$ cat config.mk
export PLATFORM = sky130hd
export DESIGN_NAME = tt_sweep_ctrl
export DESIGN_NICKNAME = d
export VERILOG_FILES = /design/src/rtl/tt_pkg.sv /design/src/rtl/tt_hold_timer.sv /design/src/rtl/tt_sweep_ctrl.sv
export SDC_FILE = /design/constraint.sdc
export NUM_CORES = 1
export LEC_CHECK = 0
export CORE_UTILIZATION = 46
export CTS_BUF_LIST = sky130_fd_sc_hd__clkbuf_4 sky130_fd_sc_hd__clkbuf_8
export DETAILED_ROUTE_END_ITERATION = 10
export PLACE_DENSITY_LB_ADDON = 0.3
export SYNTH_ARGS = -nofsm -noshare
export SYNTH_HDL_FRONTEND = slang
export SYNTH_HIERARCHICAL = 1
export SYNTH_SLANG_ARGS = --single-unit
$ cat constraint.sdc
create_clock -name i_clk -period 5 [get_ports i_clk]
set_clock_uncertainty 0.15 [all_clocks]
set_input_delay 1 -clock i_clk [delete_from_list [all_inputs] [get_ports i_clk]]
set_output_delay 1 -clock i_clk [all_outputs]
set_load 0.005 [all_outputs]
$ cat src/rtl/tt_pkg.sv
// tt_pkg: shared types and constants for the truth-table sweep controller.
//   state_e          - sweep FSM state encoding (IDLE, RUN, DONE)
//   N_IN / N_COMB    - number of function inputs and input combinations
//   HOLD_MIN/MAX     - legal range of the per-combination hold time
package tt_pkg;
    typedef enum logic [1:0] {
        ST_IDLE = 2'd0,
        ST_RUN  = 2'd1,
        ST_DONE = 2'd2
    } state_e;
    localparam int N_IN     = 4;
    localparam int N_COMB   = 16;
    localparam int HOLD_MIN = 1;
    localparam int HOLD_MAX = 255;
endpackage

$ cat src/rtl/tt_hold_timer.sv
// tt_hold_timer: per-combination hold counter with clear and terminal count.
//   i_clk, i_rst_n - clock, asynchronous active-low reset
//   i_clr          - force the count to zero
//   i_en           - advance the count
//   o_tc           - count has reached HOLD-1 (last cycle of the hold window)
module tt_hold_timer #(
    parameter int HOLD = 10
) (
    input  logic i_clk,
    input  logic i_rst_n,
    input  logic i_clr,
    input  logic i_en,
    output logic o_tc
);
    localparam int W = (HOLD > 1) ? $clog2(HOLD) : 1;
    localparam logic [W-1:0] LAST = W'(HOLD - 1);

    logic [W-1:0] hcnt_q, hcnt_d;

    assign o_tc = hcnt_q == LAST;

    // Terminal count wraps to zero so the next combination starts a fresh window.
    always_comb hcnt_d = (i_clr || o_tc) ? '0 : i_en ? hcnt_q + 1'b1 : hcnt_q;

    always_ff @(posedge i_clk or negedge i_rst_n) begin
        if (!i_rst_n) hcnt_q <= '0;
        else          hcnt_q <= hcnt_d;
    end
endmodule

$ cat src/rtl/tt_sweep_ctrl.sv
// tt_sweep_ctrl: drives all 16 input combinations onto a 4-input function and
// captures its output into a truth table.
//   i_clk, i_rst_n   - clock, asynchronous active-low reset
//   i_start          - start request, sampled only in IDLE
//   i_y              - output of the function under test
//   o_a..o_d         - function inputs, {a,b,c,d} = combination index
//   o_busy           - sweep running
//   o_done           - one-cycle pulse after the last sample
//   o_tt             - captured truth table, bit k = y for combination k
module tt_sweep_ctrl
    import tt_pkg::*;
#(
    parameter int HOLD_CYCLES = 10
) (
    input  logic                i_clk,
    input  logic                i_rst_n,
    input  logic                i_start,
    input  logic                i_y,
    output logic                o_a,
    output logic                o_b,
    output logic                o_c,
    output logic                o_d,
    output logic                o_busy,
    output logic                o_done,
    output logic [N_COMB-1:0]   o_tt
);
    state_e              state_q, state_d;
    logic [N_IN-1:0]     idx_q, idx_d;
    logic [N_COMB-1:0]   tt_q, tt_d;
    logic                tc;

    tt_hold_timer #(.HOLD(HOLD_CYCLES)) u_timer (
        .i_clk   (i_clk),
        .i_rst_n (i_rst_n),
        .i_clr   (state_q != ST_RUN),
        .i_en    (state_q == ST_RUN),
        .o_tc    (tc)
    );

    always_comb begin
        state_d = state_q;
        idx_d   = idx_q;
        tt_d    = tt_q;
        case (state_q)
            ST_IDLE: if (i_start) begin
                state_d = ST_RUN;
                idx_d   = '0;
                tt_d    = '0;
            end
            ST_RUN: if (tc) begin
                tt_d[idx_q] = i_y;
                // Index wraps to 0 on the last combination, parking the outputs at 0000.
                idx_d       = idx_q + 1'b1;
                state_d     = (idx_q == N_IN'(N_COMB - 1)) ? ST_DONE : ST_RUN;
            end
            default: state_d = ST_IDLE;
        endcase
    end

    always_ff @(posedge i_clk or negedge i_rst_n) begin
        if (!i_rst_n) begin
            state_q <= ST_IDLE;
            idx_q   <= '0;
            tt_q    <= '0;
        end else begin
            state_q <= state_d;
            idx_q   <= idx_d;
            tt_q    <= tt_d;
        end
    end

    assign {o_a, o_b, o_c, o_d} = idx_q;
    assign o_busy = state_q == ST_RUN;
    assign o_done = state_q == ST_DONE;
    assign o_tt   = tt_q;
endmodule

==> impl_metrics.toml <==
[outcome]
status = "completed"

[worst_setup_path]
max_stage_delay_ns = 0.86
path_max_fanout = 26
crit_chain = "or2b_1 -> inv_1 -> clkdlybuf4s50_1"
critPathSlowestCell = "dfrtp_1"
critPathBufInv = 2
crit_family = "flip-flops"
endpoint_kind = "output port"
worst-setup-path-type = "reg2out"
cp.arrival_ns = 2.17
worst_setup_path_start_kind = "register"
critical_path_required_ns = 3.85

[global_routing]
grt_pass1_wl_um = 5200
grtUsageTotal_pct = 19.5
grt_pass1_vias = 1167
grt_overflow_total = 0
antenna_found_initial = 0
grt_max_degree = 27

[cells_and_area]
syn_to_final_growth_pct = 18.9
diodes = 0
drive_above_1_share_pct = 8.62
final_cells = 218
fillers = 278
fin_nets = 185

[synthesis]
synth_edf_count = 0
synth_top_cell_by_area = "dfrtp_1"
syn-cell-area_mm2 = 0.00150
yosys.cell_count.top_type = "dfrtp_1"
synth_ff_type = "dfrtp_1"
synthArstFlopShare_pct = 100
synth_area_leaders = "dfrtp_1, a211oi_1, o22ai_1"
syn_area_per_cell_um2 = 9.66
synthCells = 155
ys_types = 35
ys_seq_area_share_pct = 43.4
synth_top_area_share_pct = 43.4
syn_nets = 165
ys_seq_elements = 26
yosysWarningCount = 6
synth.top_cells.by_count = "dfrtp_1, inv_1, a211oi_1"

[drt]
first_pass_iters = 4
routed_wl_um = 3040
drt-initial-drc-count = 21
vias = 1195
drc_errors = 0
routed_via_density = 5.48
antenna_left = 0
avgRoutedWirePerCell_um = 13.9

[floorplan]
placementRows = 20
die_area_mm2 = 0.00349
io_pins = 26
core_mm2 = 0.00308
die_h_um = 59.1
initial_core_util_pct = 48.7
die_w_um = 59.1

[sta]
worst_slew_pin_slew_ns = 1.12
period_needed_ns = 3.32
rsz0062_at_grt = "no"
period_share_pct = 66.4
setup_viol = 0
max_freq_mhz = 301
slew_headroom_pct = 25.0
slew_violations = 0
setup_tns_ns = 0
setup_slack_ns = 1.68
final_hold_viol_count = 0

[clock_tree]
clockBufferDepth = 2
cts_sinks = 26
clk_pin_slew_ns = 0.15
cts_resized = 0
htreeDepth = 1
cts_hold_buf = 0
post_cts_buffers = 0
cts_made_buffers = 3
cts_root_buf = "clkbuf_4"
insertion_delay_ns = 0.33
cts_tree = "done"

[pwr]
ir_drop_mv = 0.262
power.density_mw_per_mm2 = 463
p_leak_nw = 0.726

[placed_design]
portBuffers = 25
routabilityCongestion = 0.763
dp_slack_ns = 2.07
place_inst = 214
dp_hpwl_um = 2180

[flow_run]
cap_violations = 0

[min_path]
hold_path.class = "reg2reg"
[report_power, final]
part / switching, mW / internal (mW) / total, mW
sequential: 0.0748 / 0.275 / 0.350
clock: 0.0645 / 0.0811 / 0.146
combinational: 0.150 / 0.179 / 0.329
total: 0.289 / 0.535 / 0.824
[area by class of cell]
class | instances | area (µm²) | area share, %
Tap cell | 44 | 55.1 | 3.09
Inverter | 21 | 78.8 | 4.43
Timing Repair Buffer | 25 | 250 | 14.1
Sequential cell | 26 | 651 | 36.5
Clock buffer | 3 | 22.5 | 1.26
Clock inverter | 1 | 30.0 | 1.69
Multi-Input combinational cell | 98 | 693 | 38.9
[layout by cell type, fill, tap and decap left out]
master	n
a211oi_1	17
a22o_1	1
a31oi_1	1
and3_1	1
and3b_2	1
and4b_2	1
bufinv_16	1
clkbuf_4	3
clkdlybuf4s50_1	25
dfrtp_1	26
ha_1	6
inv_1	21
mux2_2	1
mux2i_1	1
mux2i_2	1
nand2_1	10
nand2b_1	2
nand3_1	6
nand3b_1	8
nand4_1	1
nor2_1	6
nor2b_1	1
nor3_1	1
o21ai_0	2
o21bai_1	2
o22ai_1	16
o311ai_2	1
or2_2	1
or2_4	1
or2b_1	2
or3b_2	4
xnor2_1	1
xor2_1	2
[per-layer routing]
layer / vias to the layer above / routed length (µm) / GRT usage, %
li1: 588 / - / -
met1: 571 / 1400 / 25.7
met2: 29 / 1460 / 32.3
met3: 7 / 129 / 3.06
met4: 0 / 55 / 7.48
met5: - / 0 / 0
[kinds of logic after synthesis]
| family | after synthesis | synth area share (%) |
|---|---|---|
| XOR/XNOR | 3 | 1.75 |
| AND/OR/NAND/NOR | 46 | 18.2 |
| multiplexers | 3 | 2.34 |
| buffers and inverters | 31 | 10.3 |
| adder cells (fa/ha/maj) | 6 | 5.01 |
| flip-flops | 26 | 43.4 |
| AO/OA/AOI/OAI | 40 | 19.0 |
[stage by stage]
stage	cell area [µm²]	power, mW	hold WS [ns]	util, %
final	1780	0.824	0.383	57.8
after global routing	1780	0.889	0.405	57.8
after CTS	1780	0.831	0.387	57.8
after detailed placement	1730	0.684	0.367	56.1
after global placement	1730	0.668	0.358	56.1
after floorplan	1500	0.539	0.354	-
[state kept, by name (all words and copies together) (netlist names)]
signal / flops
idx_q: 4
o_tt: 16
u_timer/hcnt_q: 4
state_q: 2
[worst min-delay path: stages (launching register included)]
cell and delay [ns]:
dfrtp_1 0.40, inv_1 0.05, o22ai_1 0.05
[worst paths after layout]
check	from	to	slack, ns	cells past startpoint
setup / recovery	state_q[0]$_DFFE_PN0P_	o_busy	1.68	3
hold / removal	o_tt[4]$_DFFE_PN0P_	o_tt[4]$_DFFE_PN0P_	0.38	2
setup reg to reg	state_q[0]$_DFFE_PN0P_	idx_q[3]$_DFFE_PN0P_	2.63	3
hold reg to reg	o_tt[4]$_DFFE_PN0P_	o_tt[4]$_DFFE_PN0P_	0.38	2
max in group asynchronous	i_rst_n	o_tt[14]$_DFFE_PN0P_	2.93	1
min in group asynchronous	i_rst_n	u_timer/hcnt_q[0]$_DFFE_PN0P_	1.10	1
Power figures use the tool's default switching activity.
